## config.mk

```make
export PLATFORM = sky130hd
export DESIGN_NAME = hazard_unit_flat
export DESIGN_NICKNAME = d
export VERILOG_FILES = /design/src/rtl/hazard_unit_if.sv /design/src/rtl/hazard_unit.sv /design/src/flat_wrapper.sv
export SDC_FILE = /design/constraint.sdc
export NUM_CORES = 1
export LEC_CHECK = 0
export BUFFER_PORTS_ARGS = -buffer_cell sky130_fd_sc_hd__clkbuf_2
export CAP_MARGIN = 20
export CORE_ASPECT_RATIO = 1.75
export CORE_MARGIN = 1
export CORE_UTILIZATION = 40
export CTS_CLUSTER_DIAMETER = 80
export DETAILED_ROUTE_END_ITERATION = 10
export HOLD_SLACK_MARGIN = 0.12
export PLACE_DENSITY = 0.92
export SLEW_MARGIN = 25
export SYNTH_ARGS = -nofsm -noshare
export SYNTH_HDL_FRONTEND = slang
export SYNTH_SLANG_ARGS = --single-unit
```

## constraint.sdc

```tcl
create_clock -name clk -period 4.2 [get_ports clk]
set_input_delay 0.21 -clock clk [delete_from_list [all_inputs] [get_ports clk]]
set_output_delay 0.21 -clock clk [all_outputs]
set_load 0.005 [all_outputs]
```

## src/rtl/hazard_unit_if.sv

```systemverilog
// hazard_unit_if: pipeline-hazard signal bundle between the core datapath and hazard_unit.
// Latency: none (plain wires). Backpressure: none; stalls travel as o_stall_* level signals.
// Ports: master = datapath (drives i_*, reads o_*), slave = hazard_unit (reads i_*, drives o_*).
interface hazard_unit_if;
  logic [4:0]  i_rs1_D;
  logic [4:0]  i_rs2_D;
  logic [4:0]  i_rs1_E;
  logic [4:0]  i_rs2_E;
  logic [4:0]  i_register_file_wr_addr_E;
  logic        i_register_file_wr_en_E;
  logic        i_sel_result_E;
  logic [4:0]  i_register_file_wr_addr_M;
  logic        i_register_file_wr_en_M;
  logic [4:0]  i_register_file_wr_addr_W;
  logic        i_register_file_wr_en_W;
  logic        i_branch_taken_E;
  logic        i_data_memory_req_M;
  logic        i_data_memory_ready_M;

  logic [1:0]  o_fwdA_E;
  logic [1:0]  o_fwdB_E;
  logic        o_stall_F;
  logic        o_stall_D;
  logic        o_stall_E;
  logic        o_stall_M;
  logic        o_flush_D;
  logic        o_flush_E;
  logic        o_flush_W;
  logic        o_mem_fault;
  logic [31:0] o_stall_cycles;
  logic [31:0] o_flush_count;

  modport master (
    output i_rs1_D, i_rs2_D, i_rs1_E, i_rs2_E,
           i_register_file_wr_addr_E, i_register_file_wr_en_E, i_sel_result_E,
           i_register_file_wr_addr_M, i_register_file_wr_en_M,
           i_register_file_wr_addr_W, i_register_file_wr_en_W,
           i_branch_taken_E, i_data_memory_req_M, i_data_memory_ready_M,
    input  o_fwdA_E, o_fwdB_E, o_stall_F, o_stall_D, o_stall_E, o_stall_M,
           o_flush_D, o_flush_E, o_flush_W, o_mem_fault, o_stall_cycles, o_flush_count
  );

  modport slave (
    input  i_rs1_D, i_rs2_D, i_rs1_E, i_rs2_E,
           i_register_file_wr_addr_E, i_register_file_wr_en_E, i_sel_result_E,
           i_register_file_wr_addr_M, i_register_file_wr_en_M,
           i_register_file_wr_addr_W, i_register_file_wr_en_W,
           i_branch_taken_E, i_data_memory_req_M, i_data_memory_ready_M,
    output o_fwdA_E, o_fwdB_E, o_stall_F, o_stall_D, o_stall_E, o_stall_M,
           o_flush_D, o_flush_E, o_flush_W, o_mem_fault, o_stall_cycles, o_flush_count
  );
endinterface

```

## src/rtl/hazard_unit.sv

```systemverilog
// hazard_unit: forwarding selects, load-use bubble, branch squash, data-memory freeze with timeout fault.
// Latency: all hazard outputs are same-cycle combinational; o_mem_fault decodes the FAULT state.
// Backpressure: i_data_memory_ready_M low freezes F/D/E/M for at most MEM_TIMEOUT cycles, then FAULT.
// Ports: clk, clr (async active-high reset), hz (hazard_unit_if.slave). Parameter MEM_TIMEOUT (>=2).
// Build option: define HAZARD_PERF_CNT_EN to implement o_stall_cycles/o_flush_count; otherwise they read 0.
module hazard_unit #(
  parameter int MEM_TIMEOUT = 15
) (
  input  logic          clk,
  input  logic          clr,
  hazard_unit_if.slave  hz
);

  localparam int CW = (MEM_TIMEOUT > 2) ? $clog2(MEM_TIMEOUT) : 1;
  localparam logic [CW-1:0] CNT_ONE  = CW'(1);
  localparam logic [CW-1:0] CNT_LAST = CW'(MEM_TIMEOUT - 1);

  typedef enum logic [1:0] {
    RUN      = 2'd0,
    MEM_WAIT = 2'd1,
    FAULT    = 2'd2
  } state_t;

  state_t        state, state_nxt;
  logic [CW-1:0] wait_cnt, wait_cnt_nxt;

  logic mstall;
  logic mem_fault;
  logic load_use;
  logic stall_f, stall_d, stall_e, stall_m;
  logic flush_d, flush_e, flush_w;
  logic branch_flush;

  // ---------------- memory-wait FSM: state register ----------------
  always_ff @(posedge clk or posedge clr) begin
    if (clr) begin
      state    <= RUN;
      wait_cnt <= '0;
    end else begin
      state    <= state_nxt;
      wait_cnt <= wait_cnt_nxt;
    end
  end

  // ---------------- memory-wait FSM: next state ----------------
  // wait_cnt counts stalled cycles already spent on the current access; the
  // request cycle in RUN is the first, so FAULT follows exactly MEM_TIMEOUT stalls.
  always_comb begin
    state_nxt    = state;
    wait_cnt_nxt = wait_cnt;
    unique case (state)
      RUN: begin
        if (hz.i_data_memory_req_M && !hz.i_data_memory_ready_M) begin
          state_nxt    = MEM_WAIT;
          wait_cnt_nxt = CNT_ONE;
        end
      end
      MEM_WAIT: begin
        if (hz.i_data_memory_ready_M) begin
          state_nxt    = RUN;
          wait_cnt_nxt = '0;
        end else if (wait_cnt == CNT_LAST) begin
          state_nxt    = FAULT;
          wait_cnt_nxt = '0;
        end else begin
          wait_cnt_nxt = wait_cnt + CNT_ONE;
        end
      end
      FAULT: begin
        state_nxt    = RUN;
        wait_cnt_nxt = '0;
      end
      default: begin
        state_nxt    = RUN;
        wait_cnt_nxt = '0;
      end
    endcase
  end

  // ---------------- memory-wait FSM: outputs ----------------
  // The ready cycle in MEM_WAIT releases the pipeline in the same cycle;
  // FAULT never stalls so the faulting access can drain.
  always_comb begin
    mstall    = 1'b0;
    mem_fault = 1'b0;
    unique case (state)
      RUN:      mstall    = hz.i_data_memory_req_M && !hz.i_data_memory_ready_M;
      MEM_WAIT: mstall    = !hz.i_data_memory_ready_M;
      FAULT:    mem_fault = 1'b1;
      default: begin
        mstall    = 1'b0;
        mem_fault = 1'b0;
      end
    endcase
  end

  // ---------------- forwarding: M stage has priority over W ----------------
  always_comb begin
    hz.o_fwdA_E = 2'b00;
    hz.o_fwdB_E = 2'b00;
    if (hz.i_register_file_wr_en_M && (hz.i_register_file_wr_addr_M != 5'd0) &&
        (hz.i_register_file_wr_addr_M == hz.i_rs1_E))
      hz.o_fwdA_E = 2'b10;
    else if (hz.i_register_file_wr_en_W && (hz.i_register_file_wr_addr_W != 5'd0) &&
             (hz.i_register_file_wr_addr_W == hz.i_rs1_E))
      hz.o_fwdA_E = 2'b01;

    if (hz.i_register_file_wr_en_M && (hz.i_register_file_wr_addr_M != 5'd0) &&
        (hz.i_register_file_wr_addr_M == hz.i_rs2_E))
      hz.o_fwdB_E = 2'b10;
    else if (hz.i_register_file_wr_en_W && (hz.i_register_file_wr_addr_W != 5'd0) &&
             (hz.i_register_file_wr_addr_W == hz.i_rs2_E))
      hz.o_fwdB_E = 2'b01;
  end

  // ---------------- stall / flush ----------------
  assign load_use = hz.i_sel_result_E && hz.i_register_file_wr_en_E &&
                    (hz.i_register_file_wr_addr_E != 5'd0) &&
                    ((hz.i_register_file_wr_addr_E == hz.i_rs1_D) ||
                     (hz.i_register_file_wr_addr_E == hz.i_rs2_D));

  // A memory freeze holds everything in place, so branch squash and the
  // load-use bubble wait until release; a taken branch kills the load-use
  // consumer anyway, so it wins over the bubble.
  always_comb begin
    stall_f      = 1'b0;
    stall_d      = 1'b0;
    stall_e      = 1'b0;
    stall_m      = 1'b0;
    flush_d      = 1'b0;
    flush_e      = 1'b0;
    flush_w      = 1'b0;
    branch_flush = 1'b0;
    if (mstall) begin
      stall_f = 1'b1;
      stall_d = 1'b1;
      stall_e = 1'b1;
      stall_m = 1'b1;
      flush_w = 1'b1;
    end else if (hz.i_branch_taken_E) begin
      flush_d      = 1'b1;
      flush_e      = 1'b1;
      branch_flush = 1'b1;
    end else if (load_use) begin
      stall_f = 1'b1;
      stall_d = 1'b1;
      flush_e = 1'b1;
    end
  end

  assign hz.o_stall_F   = stall_f;
  assign hz.o_stall_D   = stall_d;
  assign hz.o_stall_E   = stall_e;
  assign hz.o_stall_M   = stall_m;
  assign hz.o_flush_D   = flush_d;
  assign hz.o_flush_E   = flush_e;
  assign hz.o_flush_W   = flush_w;
  assign hz.o_mem_fault = mem_fault;

  // ---------------- performance counters (saturating) ----------------
`ifdef HAZARD_PERF_CNT_EN
  logic [31:0] stall_cycles_q;
  logic [31:0] flush_count_q;

  always_ff @(posedge clk or posedge clr) begin
    if (clr) begin
      stall_cycles_q <= '0;
      flush_count_q  <= '0;
    end else begin
      if (stall_f && (stall_cycles_q != 32'hFFFF_FFFF))
        stall_cycles_q <= stall_cycles_q + 32'd1;
      if (branch_flush && (flush_count_q != 32'hFFFF_FFFF))
        flush_count_q <= flush_count_q + 32'd1;
    end
  end

  assign hz.o_stall_cycles = stall_cycles_q;
  assign hz.o_flush_count  = flush_count_q;
`else
  assign hz.o_stall_cycles = '0;
  assign hz.o_flush_count  = '0;
`endif

endmodule

```

## src/flat_wrapper.sv

```systemverilog
// flat-port wrapper written by rule: the top's interface ports become plain ports
module hazard_unit_flat 
#(
  parameter int MEM_TIMEOUT = 15
)
  (clk, clr, hz_i_rs1_D, hz_i_rs2_D, hz_i_rs1_E, hz_i_rs2_E, hz_i_register_file_wr_addr_E, hz_i_register_file_wr_en_E, hz_i_sel_result_E, hz_i_register_file_wr_addr_M, hz_i_register_file_wr_en_M, hz_i_register_file_wr_addr_W, hz_i_register_file_wr_en_W, hz_i_branch_taken_E, hz_i_data_memory_req_M, hz_i_data_memory_ready_M, hz_o_fwdA_E, hz_o_fwdB_E, hz_o_stall_F, hz_o_stall_D, hz_o_stall_E, hz_o_stall_M, hz_o_flush_D, hz_o_flush_E, hz_o_flush_W, hz_o_mem_fault, hz_o_stall_cycles, hz_o_flush_count);
  hazard_unit_if hz_i ();
  input  logic clk;
  input  logic clr;
  input wire logic [$bits(hz_i.i_rs1_D)-1:0] hz_i_rs1_D;
  input wire logic [$bits(hz_i.i_rs2_D)-1:0] hz_i_rs2_D;
  input wire logic [$bits(hz_i.i_rs1_E)-1:0] hz_i_rs1_E;
  input wire logic [$bits(hz_i.i_rs2_E)-1:0] hz_i_rs2_E;
  input wire logic [$bits(hz_i.i_register_file_wr_addr_E)-1:0] hz_i_register_file_wr_addr_E;
  input wire logic [$bits(hz_i.i_register_file_wr_en_E)-1:0] hz_i_register_file_wr_en_E;
  input wire logic [$bits(hz_i.i_sel_result_E)-1:0] hz_i_sel_result_E;
  input wire logic [$bits(hz_i.i_register_file_wr_addr_M)-1:0] hz_i_register_file_wr_addr_M;
  input wire logic [$bits(hz_i.i_register_file_wr_en_M)-1:0] hz_i_register_file_wr_en_M;
  input wire logic [$bits(hz_i.i_register_file_wr_addr_W)-1:0] hz_i_register_file_wr_addr_W;
  input wire logic [$bits(hz_i.i_register_file_wr_en_W)-1:0] hz_i_register_file_wr_en_W;
  input wire logic [$bits(hz_i.i_branch_taken_E)-1:0] hz_i_branch_taken_E;
  input wire logic [$bits(hz_i.i_data_memory_req_M)-1:0] hz_i_data_memory_req_M;
  input wire logic [$bits(hz_i.i_data_memory_ready_M)-1:0] hz_i_data_memory_ready_M;
  output wire logic [$bits(hz_i.o_fwdA_E)-1:0] hz_o_fwdA_E;
  output wire logic [$bits(hz_i.o_fwdB_E)-1:0] hz_o_fwdB_E;
  output wire logic [$bits(hz_i.o_stall_F)-1:0] hz_o_stall_F;
  output wire logic [$bits(hz_i.o_stall_D)-1:0] hz_o_stall_D;
  output wire logic [$bits(hz_i.o_stall_E)-1:0] hz_o_stall_E;
  output wire logic [$bits(hz_i.o_stall_M)-1:0] hz_o_stall_M;
  output wire logic [$bits(hz_i.o_flush_D)-1:0] hz_o_flush_D;
  output wire logic [$bits(hz_i.o_flush_E)-1:0] hz_o_flush_E;
  output wire logic [$bits(hz_i.o_flush_W)-1:0] hz_o_flush_W;
  output wire logic [$bits(hz_i.o_mem_fault)-1:0] hz_o_mem_fault;
  output wire logic [$bits(hz_i.o_stall_cycles)-1:0] hz_o_stall_cycles;
  output wire logic [$bits(hz_i.o_flush_count)-1:0] hz_o_flush_count;
  assign hz_i.i_rs1_D = hz_i_rs1_D;
  assign hz_i.i_rs2_D = hz_i_rs2_D;
  assign hz_i.i_rs1_E = hz_i_rs1_E;
  assign hz_i.i_rs2_E = hz_i_rs2_E;
  assign hz_i.i_register_file_wr_addr_E = hz_i_register_file_wr_addr_E;
  assign hz_i.i_register_file_wr_en_E = hz_i_register_file_wr_en_E;
  assign hz_i.i_sel_result_E = hz_i_sel_result_E;
  assign hz_i.i_register_file_wr_addr_M = hz_i_register_file_wr_addr_M;
  assign hz_i.i_register_file_wr_en_M = hz_i_register_file_wr_en_M;
  assign hz_i.i_register_file_wr_addr_W = hz_i_register_file_wr_addr_W;
  assign hz_i.i_register_file_wr_en_W = hz_i_register_file_wr_en_W;
  assign hz_i.i_branch_taken_E = hz_i_branch_taken_E;
  assign hz_i.i_data_memory_req_M = hz_i_data_memory_req_M;
  assign hz_i.i_data_memory_ready_M = hz_i_data_memory_ready_M;
  assign hz_o_fwdA_E = hz_i.o_fwdA_E;
  assign hz_o_fwdB_E = hz_i.o_fwdB_E;
  assign hz_o_stall_F = hz_i.o_stall_F;
  assign hz_o_stall_D = hz_i.o_stall_D;
  assign hz_o_stall_E = hz_i.o_stall_E;
  assign hz_o_stall_M = hz_i.o_stall_M;
  assign hz_o_flush_D = hz_i.o_flush_D;
  assign hz_o_flush_E = hz_i.o_flush_E;
  assign hz_o_flush_W = hz_i.o_flush_W;
  assign hz_o_mem_fault = hz_i.o_mem_fault;
  assign hz_o_stall_cycles = hz_i.o_stall_cycles;
  assign hz_o_flush_count = hz_i.o_flush_count;
  hazard_unit #(.MEM_TIMEOUT(MEM_TIMEOUT)) u_core (.clk(clk), .clr(clr), .hz(hz_i));
endmodule
```

==> results.md <==
* Status: finished, violations left
* Vias in the first global route at around 900
* Post-route ant nets at 0
* Total number of vias at around 1100
* Metal2 WL at 1390 um
* Met1 wire length at ~770 um
* Sequential share of the synthesized area at 0.120
* Synth cell types at 27
* Fin Setup TNS at 0 ns
* Total GRT Usage at 0.139
* Switch share at 0.357
* Pwr Total at 274 uW
* Maximum vdd ir drop at around 0.19 mV
* Critical setup path kind: flip-flop to output pin
* Routed wl met3 at 342 um
* 1st-iter DRT viols at 27
* Layout Area Growth over Synthesis at 9.01%
* Reg power frac at 0.278
* CORE AREA at between 2000 and 3000 um^2
* Cell Pwr Density at roughly 200 nW/um^2
* Routed WL per cell at approximately 10 um
* Core Rows at 26
* Final GP Congestion at approximately 0.70
* Antenna Cells at 0
* Top post-synthesis cells by area: buf_4 40%, xor2_1 17%, dfrtp_1 12%, xnor2_1 4.2%, or4_1 3.0%
* Synth Register Bits at 6
* Top post-synthesis cells by count: 67 x buf_4, 24 x xor2_1
* Worst-path cell chain: o21ai_0 > inv_1 > o41ai_1 > clkbuf_2
* Die area at 3360 um^2
* Endpoint type of the worst setup path: output pin
* Via/cell ratio at around 4.1
* # port buffers at 55
* Highest clock rate at approximately 550 MHz
* Syn_area_per_cell at 7.96 um^2
* # DRC at 14
* Initial Util at 0.422
* Post-synth EDFFs at 0
* Final hold violations at 0
* Top layer in use: met4
* RSZ-0062 raised after global routing: no
* Post-CTS Repair Setup Buffers at 0
* Clock power share at 0.307
* Clock sink count at 6
* WL final at ~2500 um
* Fin crit share at 0.430
* Initial antenna violation count at 0
* Cell internal pwr at between 150 and 200 uW
* Crit-path slowest cell: dfrtp_1
* Total CTS buffers at 3
* Max-cap viol count at 0
* NetSw at around 98 uW
* GR Overflow Total at 0
* Die span in y at approximately 76 um
* Mapped Area at 1250 um^2
* CP Launch Type: flip-flop
* Tmin final at roughly 1.8 ns
* Gate power share at 0.415
* Clock Tree Buf Depth at 2
* H-tree lvl count at 1
* Synth Warn # at 0
* Synth area leader: buf_4
* Top FF cell, synth: dfrtp_1
* Max incr delay on CP at approximately 0.4 ns
* TritonCTS clock tree: done
* Hold WC Path Type: input pin to flip-flop
* Failing checks: design-rule violations
* Share of the synthesized area in the top cell type at 0.402
* CTS root buffer: clkbuf_8
* Share of layout cells above drive strength 1 at 0.297
* Finish-stage setup viols at 0
* Largest net degree at the start of global routing at 7
* Number of I/O pins at 120
* Nets at 260
* Most numerous cell in the Yosys netlist: buf_4
* Async set-or-reset flop fraction in the synthesized netlist at 1.00
* Static Leak at around 0.78 nW
* Syn Inst Count at between 150 and 200
* Clock-pin slew on the worst setup and hold paths at about 0.03 ns
* Clock Latency Late Sink at 0.22 ns
* DIE WIDTH at 44.3 um
* Hold buffer count at CTS at 1
* CTS resizes at 0
* Final Skew at 0.000607 ns
* Detailed Place HPWL at around 2200 um
* CP max FO at 5
* Worst EP required at 3.99 ns
* Slew Viols, Final at 0
* Pre-antenna DRT Iters at 8
* CP arrival at 1.60 ns
* Global-route wire length before repair at roughly 3700 um
-- layer usage --
layer | global-route usage | vias to the layer above
met2 | 0.284 | 88
met4 | 0.0273 | 0
met5 | 0 | -
met3 | 0.0381 | 4
met1 | 0.120 | 464
li1 | - | 498
-- metrics by stage --
| stage | hold slack, ns | cells | worst slack (ns) | util | instance area [um^2] |
|---|---|---|---|---|---|
| after detailed placement | 0.121 | 250 | 2.46 | 0.443 | 1310 |
| after CTS | 0.352 | 254 | 2.39 | 0.460 | 1360 |
| after global placement | 0.124 | 250 | 2.51 | 0.443 | 1310 |
| after global routing | 0.384 | 254 | 2.24 | 0.460 | 1360 |
| after floorplan | 0.000959 | 220 | 2.70 | - | 1490 |
| final | 0.356 | 254 | 2.39 | 0.460 | 1360 |
-- power groups by stage --
stage / Sequential (mW) / Clock (mW) / Combinational, mW
finish: 0.0761 / 0.0842 / 0.114
global route: 0.0770 / 0.0895 / 0.129
CTS: 0.0758 / 0.0860 / 0.113
detailed placement: 0.0761 / 0 / 0.112
global placement: 0.0755 / 0 / 0.108
floorplan: 0.0736 / 0 / 0.112
-- layout by cell type, fill, tap and decap left out, types with 4 or more instances in the layout --
master and instances:
conb_1 64, clkbuf_2 55, nand2_1 4, xnor2_1 6, o21ai_0 5, or4_1 5, inv_1 6, xor2_1 24
nor2_1 6, dfrtp_1 6
-- worst max-delay path, delay by kind of cell, from the launching register on --
kind | cells | cell delay [ns]
AO/OA/AOI/OAI | 2 | 0.66
buffers and inverters | 2 | 0.31
flip-flops | 1 | 0.41
-- final cells by class --
class                      count  area [um^2]
clock buffer                   3         41.3
fill                         300         1600
inverter                       6         22.5
multi-input combinational    141          811
sequential                     6          150
tap                           42         52.6
timing repair buffer          56          285
-- logic make-up after synthesis --
group,Yosys count,synth area share
AOI/OAI and AO/OA,15,0.0821
xor gates and xnor gates,30,0.210
adders and majority gates,2,0.0200
buffers and inverters,73,0.420
DFF,6,0.120
muxes,1,0.00801
other,1,0.00300
and+or+nand+nor,29,0.136
-- path summary, 6_finish.rpt --
path	from	to	slack (ns)	depth (start not counted)
min in group asynchronous	clr	u_core.wait_cnt[0]	0.45	3
worst max-delay path	u_core.state[0]	hz_o_flush_E	2.39	4
worst max register to register	u_core.state[1]	u_core.wait_cnt[3]	2.63	4
worst min-delay path	hz_i_data_memory_ready_M	u_core.state[0]	0.36	3
worst min register to register	u_core.wait_cnt[2]	u_core.wait_cnt[2]	0.56	1
max in group asynchronous	clr	u_core.wait_cnt[3]	3.55	3
-- registers in the layout, summed over array words and instances (netlist names) --
register / count
u_core.wait_cnt: 4
u_core.state: 2
Power figures use the tool's default switching activity.
